## config.mk

```make
export PLATFORM = sky130hd
export DESIGN_NAME = mult_ctrl_flat
export DESIGN_NICKNAME = d
export VERILOG_FILES = /design/src/rtl/mult_defs_pkg.sv /design/src/rtl/mult_ctrl_if.sv /design/src/rtl/mult_ctrl_bit_cnt.sv /design/src/rtl/mult_ctrl.sv /design/src/flat_wrapper.sv
export SDC_FILE = /design/constraint.sdc
export NUM_CORES = 1
export LEC_CHECK = 0
export BUFFER_PORTS_ARGS = -buffer_cell sky130_fd_sc_hd__buf_2
export CAP_MARGIN = 5
export CORE_AREA = 2 2 39 41
export DETAILED_ROUTE_END_ITERATION = 12
export DIE_AREA = 0 0 41 43
export GPL_ROUTABILITY_DRIVEN = 1
export HOLD_SLACK_MARGIN = 0.03
export PLACE_DENSITY = 0.55
export SLEW_MARGIN = 15
export SYNTH_ARGS = -nofsm -noshare
export SYNTH_HDL_FRONTEND = slang
export SYNTH_SLANG_ARGS = --single-unit
```

## constraint.sdc

```tcl
create_clock -name clk -period 1.5 [get_ports clk]
set_input_delay 0.075 -clock clk [delete_from_list [all_inputs] [get_ports clk]]
set_output_delay 0.075 -clock clk [all_outputs]
set_load 0.05 [all_outputs]
```

## src/rtl/mult_defs_pkg.sv

```systemverilog
// Shared definitions for the shift-add multiplier controller: state codes and default width.
package mult_defs;

    localparam int MULT_N = 4;

    typedef enum logic [2:0] {
        S_IDLE  = 3'd0,
        S_INIT  = 3'd1,
        S_TEST  = 3'd2,
        S_ADD   = 3'd3,
        S_SHIFT = 3'd4,
        S_DONE  = 3'd5
    } state_t;

endpackage

```

## src/rtl/mult_ctrl_if.sv

```systemverilog
// Strobe/handshake bundle between the multiplier controller and its datapath.
interface mult_ctrl_if;
    logic start;
    logic m_lsb;
    logic clr;
    logic ldm;
    logic ldp;
    logic shp;
    logic shm;
    logic busy;
    logic done;

    modport master (
        output start, m_lsb,
        input  clr, ldm, ldp, shp, shm, busy, done
    );

    modport slave (
        input  start, m_lsb,
        output clr, ldm, ldp, shp, shm, busy, done
    );
endinterface

```

## src/rtl/mult_ctrl_bit_cnt.sv

```systemverilog
// Saturating bit counter: cleared on clr, advances on inc, flags the last multiplier bit.
module bit_cnt
    import mult_defs::*;
#(
    parameter int N = MULT_N
) (
    input  logic clk,
    input  logic rst,
    input  logic clr,
    input  logic inc,
    output logic at_max
);
    localparam int CW = $clog2(N);
    localparam logic [CW-1:0] MAXV = CW'(N - 1);

    logic [CW-1:0] cnt;

    always_ff @(posedge clk or posedge rst) begin
        if (rst) begin
            cnt <= '0;
        end else if (clr) begin
            cnt <= '0;
        end else if (inc && !at_max) begin
            cnt <= cnt + 1'b1;
        end
    end

    assign at_max = (cnt == MAXV);
endmodule

```

## src/rtl/mult_ctrl.sv

```systemverilog
// Moore controller for the shift-add multiplier; one product takes 2 + 2N + popcount(M) edges
// from the start sample to the end of the done cycle. start is ignored unless idle.
module mult_ctrl
    import mult_defs::*;
#(
    parameter int N = MULT_N
) (
    input  logic        clk,
    input  logic        rst,
    mult_ctrl_if.slave  ctl
);
    state_t state;
    state_t nxt;
    logic   at_max;
    logic   clr_s, ldm_s, ldp_s, shp_s, shm_s, busy_s, done_s;

    always_ff @(posedge clk or posedge rst) begin
        if (rst) begin
            state <= S_IDLE;
        end else begin
            state <= nxt;
        end
    end

    // Outputs decode from state alone so nothing combinational reaches the strobes from inputs.
    always_comb begin
        nxt    = S_IDLE;
        clr_s  = 1'b0;
        ldm_s  = 1'b0;
        ldp_s  = 1'b0;
        shp_s  = 1'b0;
        shm_s  = 1'b0;
        busy_s = 1'b0;
        done_s = 1'b0;
        case (state)
            S_IDLE: begin
                nxt = ctl.start ? S_INIT : S_IDLE;
            end
            S_INIT: begin
                clr_s  = 1'b1;
                ldm_s  = 1'b1;
                busy_s = 1'b1;
                nxt    = S_TEST;
            end
            S_TEST: begin
                busy_s = 1'b1;
                nxt    = ctl.m_lsb ? S_ADD : S_SHIFT;
            end
            S_ADD: begin
                ldp_s  = 1'b1;
                busy_s = 1'b1;
                nxt    = S_SHIFT;
            end
            S_SHIFT: begin
                shp_s  = 1'b1;
                shm_s  = 1'b1;
                busy_s = 1'b1;
                nxt    = at_max ? S_DONE : S_TEST;
            end
            S_DONE: begin
                done_s = 1'b1;
                nxt    = S_IDLE;
            end
            default: begin
                nxt = S_IDLE;
            end
        endcase
    end

    bit_cnt #(.N(N)) u_cnt (
        .clk    (clk),
        .rst    (rst),
        .clr    (state == S_INIT),
        .inc    (state == S_SHIFT),
        .at_max (at_max)
    );

    assign ctl.clr  = clr_s;
    assign ctl.ldm  = ldm_s;
    assign ctl.ldp  = ldp_s;
    assign ctl.shp  = shp_s;
    assign ctl.shm  = shm_s;
    assign ctl.busy = busy_s;
    assign ctl.done = done_s;
endmodule

```

## src/flat_wrapper.sv

```systemverilog
// flat-port wrapper written by rule: the top's interface ports become plain ports
module mult_ctrl_flat import mult_defs::*;
#(
    parameter int N = MULT_N
)
  (clk, rst, ctl_start, ctl_m_lsb, ctl_clr, ctl_ldm, ctl_ldp, ctl_shp, ctl_shm, ctl_busy, ctl_done);
  mult_ctrl_if ctl_i ();
  input  logic clk;
  input  logic rst;
  input wire logic [$bits(ctl_i.start)-1:0] ctl_start;
  input wire logic [$bits(ctl_i.m_lsb)-1:0] ctl_m_lsb;
  output wire logic [$bits(ctl_i.clr)-1:0] ctl_clr;
  output wire logic [$bits(ctl_i.ldm)-1:0] ctl_ldm;
  output wire logic [$bits(ctl_i.ldp)-1:0] ctl_ldp;
  output wire logic [$bits(ctl_i.shp)-1:0] ctl_shp;
  output wire logic [$bits(ctl_i.shm)-1:0] ctl_shm;
  output wire logic [$bits(ctl_i.busy)-1:0] ctl_busy;
  output wire logic [$bits(ctl_i.done)-1:0] ctl_done;
  assign ctl_i.start = ctl_start;
  assign ctl_i.m_lsb = ctl_m_lsb;
  assign ctl_clr = ctl_i.clr;
  assign ctl_ldm = ctl_i.ldm;
  assign ctl_ldp = ctl_i.ldp;
  assign ctl_shp = ctl_i.shp;
  assign ctl_shm = ctl_i.shm;
  assign ctl_busy = ctl_i.busy;
  assign ctl_done = ctl_i.done;
  mult_ctrl #(.N(N)) u_core (.clk(clk), .rst(rst), .ctl(ctl_i));
endmodule
```

==> key figures, run 1 <==
Status
  – Status: completed

Placed design
  – Dpl cell area: 387.9 sq um
  – Hpwl dp: 500.2 um
  – Gp weighted congestion: 0.7346
  – Port Buffers: 10

Global routing
  – Initial antenna violation count: 0
  – Vias in the first global route: 267
  – Largest net degree at the start of global routing: 10
  – Global-route wire length before repair: 1186 um
  – Total global routing overflow: 0
  – GRT Total Usage: 11.21%

Critical path
  – Setup slack, reg-to-reg: 0.14 ns
  – Setup Crit Path Kind: reg2out
  – Critical Path Start: u_core.state[2]
  – RR Endpoint: u_core.u_cnt.cnt[1]
  – Critical path endpoint category: output pin
  – R2r worst-path depth: 4
  – Required @ worst endpoint: 1.42 ns
  – Worst setup endpoint: ctl_ldp
  – Crit path max fanout: 9
  – Worst reg2reg startpoint: u_core.u_cnt.cnt[0]
  – WP data arrival: 1.31 ns
  – Worst setup SP type: flip-flop

Synthesis
  – Number of synthesized register bits: 5
  – Distinct cells, synth: 19
  – Post-Syn Area: 334.1 sq um
  – Yosys warning count: 0
  – Seq/Total Area, Yosys: 37.45%
  – Avg Inst Size Synth: 9.545 sq um
  – Synth Instances: 35
  – Syn Nets: 40

Timing
  – Max-slew violation count: 0
  – Worst slew margin: 84.57%
  – Transition time of the tightest slew-check pin: 0.2294 ns
  – Final setup TNS: 0 ns
  – Setup-failing EPs final: 0
  – Final Hold Fails: 0
  – Worst Skew: 0.001373 ns
  – FMAX: 722.6 MHz
  – Post-layout minimum cycle time: 1.384 ns
  – Period utilization: 92.26%
  – RSZ-0062 raised after global routing: no

CTS
  – CTS tree: built
  – TritonCTS Sinks: 5
  – Reg clk slew, reported paths: 0.04 ns
  – Clock Path Buffers: 2
  – CTS Buf Count: 3
  – Setup Buffers After CTS: 0
  – Clk Latency, worst-skew pair: 0.24 ns
  – H-tree levels: 1
  – Root buf cell: clkbuf_4

Cells and area
  – Final Cell Area: 430.4 sq um
  – Layout cell share with drive strength beyond 1: 40.43%
  – Final net count: 53
  – Synthesis-to-layout area growth: 28.84%
  – N_diodes: 0
  – Fill cells: 150

Floorplan
  – Floorplan row count: 14
  – Die W: 41 um
  – Die area: 1763 sq um
  – Chip Height: 43 um
  – Starting Density: 24.14%
  – Core box area: 1384 sq um
  – Io pins: 11

Routing
  – Final WL: 656 um
  – Antenna viol nets, final: 0
  – 1st-iter DRT viols: 3
  – DRT Pass-1 Iters: 3
  – DR vias/cell: 4.540
  – Via count: 286
  – Remaining DRCs: 0
  – DR WL/cell: 10.41 um

Run
  – Max-cap violations: 0

Worst hold path
  – Worst Hold Class: in2reg
[routing by layer]
layer | share of wire (%) | GRT usage (%)
met2 | 43 | 12.81
met4 | 4.4 | 10.00
met1 | 47 | 13.11
met3 | 4.9 | 7.853
met5 | 0 | 0
[layout make-up]
class	instances	area [sq um]	area share [%]
multi-input cells	23	180.2	41.86
inverters	4	15.01	3.488
repair buffers	11	60.06	13.95
clock buffers	4	26.28	6.105
well taps	16	20.02	4.651
flip-flops and latches	5	128.9	29.94
[stage by stage]
| stage | std cells | util [%] | worst slack (ns) | hold WS, ns |
|---|---|---|---|---|
| floorplan | 35 | - | 0.04805 | -0.1465 |
| global placement | 58 | 28.03 | 0.1600 | -0.02366 |
| detailed placement | 58 | 28.03 | 0.1380 | -0.02275 |
| CTS | 63 | 30.83 | 0.009402 | 0.1016 |
| global route | 63 | 31.10 | 0.03602 | 0.1408 |
| finish | 63 | 31.10 | 0.1162 | 0.1088 |
[kinds of logic after synthesis]
group | after synthesis | share of synthesized area (%)
XOR/XNOR | 1 | 2.622
AO/OA/AOI/OAI | 10 | 24.35
AND/OR/NAND/NOR | 10 | 17.60
adder cells (fa/ha/maj) | 1 | 3.745
multiplexers | 1 | 2.996
buffers and inverters | 7 | 11.23
flip-flops | 5 | 37.45
[worst max-delay path: stages (launching register included)]
cell     delay (ns)
dfrtp_2        0.48
nor2b_2        0.19
and2_1         0.14
buf_2          0.25
[placed cells by master (no fill, tap or decap), drive strengths merged, types with 2 or more instances in the layout]
| master | count |
|---|---|
| dfrtp | 5 |
| a21o | 2 |
| nor2 | 4 |
| inv | 4 |
| a22o | 3 |
| buf | 10 |
| and2 | 2 |
| clkbuf | 4 |
| nand2b | 2 |
[registers in the layout, indices dropped and copies added (netlist names)]
register and count:
u_core.state 3, u_core.u_cnt.cnt 2
[synth_stat cells]
cell,n,area [sq um]
a2bb2oi_1,1,8.760
mux2i_1,1,10.01
buf_4,3,22.52
a22o_1,3,26.28
and2_1,2,12.51
a32o_1,1,10.01
dfrtp_1,5,125.1
nor2b_1,1,6.260
o2bb2ai_1,1,8.760
xnor2_1,1,8.760
nand2b_1,2,12.51
ha_1,1,12.51
o21ai_1,1,5.000
nor2_1,3,11.26
nor3_2,1,10.01
inv_1,4,15.01
nor2_2,1,6.260
a21o_1,2,15.01
o31ai_1,1,7.510
[worst min path at each step]
stage,start,endpoint,slack (ns),depth (start not counted)
finish,ctl_m_lsb,u_core.state[0],0.11,3
global route,ctl_m_lsb,u_core.state[0],0.14,3
CTS,ctl_m_lsb,u_core.state[0],0.10,3
detailed placement,rst,u_core.u_cnt.cnt[0],-0.02,2
global placement,rst,u_core.u_cnt.cnt[0],-0.02,2
floorplan,rst,u_core.state[0],-0.15,1
[repair_timing]
action | in CTS | in global routing
endpoints found under the hold margin | 5 | 0
setup endpoints to repair | 1 | 4
hold buffers | 1 | 0
resized for setup | 1 | 3
Power of run 1 is not shown: default switching activity piles up to over one toggle a cycle in this logic, so the estimate is an artifact.
==> run 2: changes to the inputs <==
--- a/config.mk
+++ b/config.mk
@@ -13,6 +13,7 @@
 export GPL_ROUTABILITY_DRIVEN = 1
 export HOLD_SLACK_MARGIN = 0.03
 export PLACE_DENSITY = 0.55
+export REMOVE_ABC_BUFFERS = 1
 export SLEW_MARGIN = 15
 export SYNTH_ARGS = -nofsm -noshare
 export SYNTH_HDL_FRONTEND = slang
==> key figures, run 2 (synthesis results as in run 1) <==
Timing
  – FMAX: 722.4 MHz (about the same)
  – Post-layout minimum cycle time: 1.384 ns (+0.0004900 ns)
  – RSZ-0062 raised after global routing: no
  – Final Hold Fails: 0 (unchanged)
  – Final setup TNS: 0 ns (unchanged)
  – Worst Skew: 0.002750 ns (+0.001378 ns)
  – Max-slew violation count: 0 (unchanged)
  – Period utilization: 92.29% (about the same)
  – Transition time of the tightest slew-check pin: 0.3294 ns (+0.1000 ns)
  – Worst slew margin: 78.04% (-6.5 points)
  – Setup-failing EPs final: 0 (unchanged)

Floorplan
  – Die area: 1763 sq um (unchanged)
  – Io pins: 11 (unchanged)
  – Floorplan row count: 14 (unchanged)
  – Die W: 41 um (unchanged)
  – Chip Height: 43 um (unchanged)
  – Core box area: 1384 sq um (unchanged)
  – Starting Density: 24.14% (unchanged)

Routing
  – M1 WL: 270 um (-13%)
  – Remaining DRCs: 0 (unchanged)
  – Top sig layer: met4
  – Antenna viol nets, final: 0 (unchanged)
  – DRT Pass-1 Iters: 2 (-1)
  – 1st-iter DRT viols: 2 (-1)
  – WL met3: 31 um (-3.1%)
  – Final WL: 601 um (-8.4%)
  – DR WL/cell: 9.540 um (-8.4%)
  – Routed length on met2: 289 um (+1.4%)
  – DR vias/cell: 4.333 (-4.5%)
  – Via count: 273 (-4.5%)

CTS
  – Clock Path Buffers: 2 (unchanged)
  – Root buf cell: clkbuf_4
  – CTS Buf Count: 3 (unchanged)
  – TritonCTS Sinks: 5 (unchanged)
  – Clk Latency, worst-skew pair: 0.24 ns (about the same)
  – CTS tree: built
  – Setup Buffers After CTS: 0 (unchanged)
  – H-tree levels: 1 (unchanged)
  – Reg clk slew, reported paths: 0.04 ns (about the same)

Global routing
  – Global-route wire length before repair: 945 um (-20%)
  – Total global routing overflow: 0 (unchanged)
  – Initial antenna violation count: 0 (unchanged)
  – Vias in the first global route: 243 (-9.0%)
  – Largest net degree at the start of global routing: 10 (unchanged)
  – GRT Total Usage: 8.907% (-2.3 points)

Critical path
  – Critical path endpoint category: output pin
  – WP data arrival: 1.31 ns (about the same)
  – Crit path max fanout: 9 (unchanged)
  – Worst setup SP type: flip-flop
  – CP peak stage delay: 0.48 ns (about the same)
  – Crit-path cells: nor2b_2, and2_1, buf_2
  – Required @ worst endpoint: 1.42 ns (about the same)
  – Slowest cell on crit path: dfrtp_1
  – Setup Crit Path Kind: reg2out

Placed design
  – Port Buffers: 10 (unchanged)
  – Gp weighted congestion: 0.7113 (-3.2%)
  – Hpwl dp: 470.6 um (-5.9%)

Cells and area
  – Commonest non-fill, non-tap cell in the layout: buf_2
  – Largest regs: u_core.state (3), u_core.u_cnt.cnt (2)
  – Max reg flops: 3 (unchanged)
  – Most frequent cells in the layout: buf_2 (8), clkbuf_4 (5), inv_1 (4), dfrtp_1 (4)
  – Layout cell share with drive strength beyond 1: 36.17% (-4.3 points)
  – Largest register by flop count: u_core.state
  – N_diodes: 0 (unchanged)
  – Synthesis-to-layout area growth: 27.72%
  – Final net count: 53 (unchanged)

Worst hold path
  – Worst Hold Class: in2reg

Run
  – Max-cap violations: 0 (unchanged)

Status
  – Status: completed
==> run 2: path summary, 6_finish.rpt <==
path | from | to | slack (ns) | cells past startpoint
setup / recovery | u_core.state[2] | ctl_ldp | 0.12 | 3
hold / removal | ctl_m_lsb | u_core.state[0] | 0.14 | 3
setup reg to reg | u_core.u_cnt.cnt[0] | u_core.u_cnt.cnt[1] | 0.14 | 4
hold reg to reg | u_core.state[0] | u_core.state[0] | 0.54 | 1
max in group asynchronous | rst | u_core.state[0] | 1.04 | 3
min in group asynchronous | rst | u_core.u_cnt.cnt[1] | 0.28 | 3
==> run 2: area by class of cell <==
class | instances | area (sq um)
Sequential cell | 5 | 126.4
Tap cell | 16 | 20.02
Multi-Input combinational cell | 23 | 173.9
Fill cell | 163 | 957.2
Clock buffer | 4 | 26.28
Inverter | 4 | 15.01
Timing Repair Buffer | 11 | 65.06
==> run 2: worst max-delay path, delay by kind of cell, from the launching register on <==
family                 cells  cell delay [ns]
buffers and inverters      1             0.25
DFF                        1             0.48
and+or+nand+nor            2             0.34
==> run 2: per-layer routing <==
metal / global-route usage [%] / up-vias
met5: 0 / -
met4: 12.00 / 0
met3: 1.571 / 2
met2: 11.25 / 5
met1: 10.23 / 122
li1: - / 144
==> run 2: timing repair <==
item / CTS / global route
endpoints found under the hold margin: 5 / 0
gates resized for setup: 0 / 4
endpoints found under the setup margin: 0 / 3
hold buffers: 1 / 0
==> run 2: through the flow <==
step           utilization (%)  instances  worst slack [ns]  hold WS, ns  area [sq um]
3_3_place_gp             27.58         58            0.1616     -0.02370         381.6
6_report                 30.83         63            0.1157       0.1393         426.7
5_1_grt                  30.83         63           0.02440       0.1540         426.7
4_1_cts                  30.20         63           0.03289       0.1292         417.9
2_1_floorplan                -         32           -0.4979      -0.1465         311.5
3_5_place_dp             27.58         58            0.1461     -0.02505         381.6
Power of run 2 is left out for the same reason.
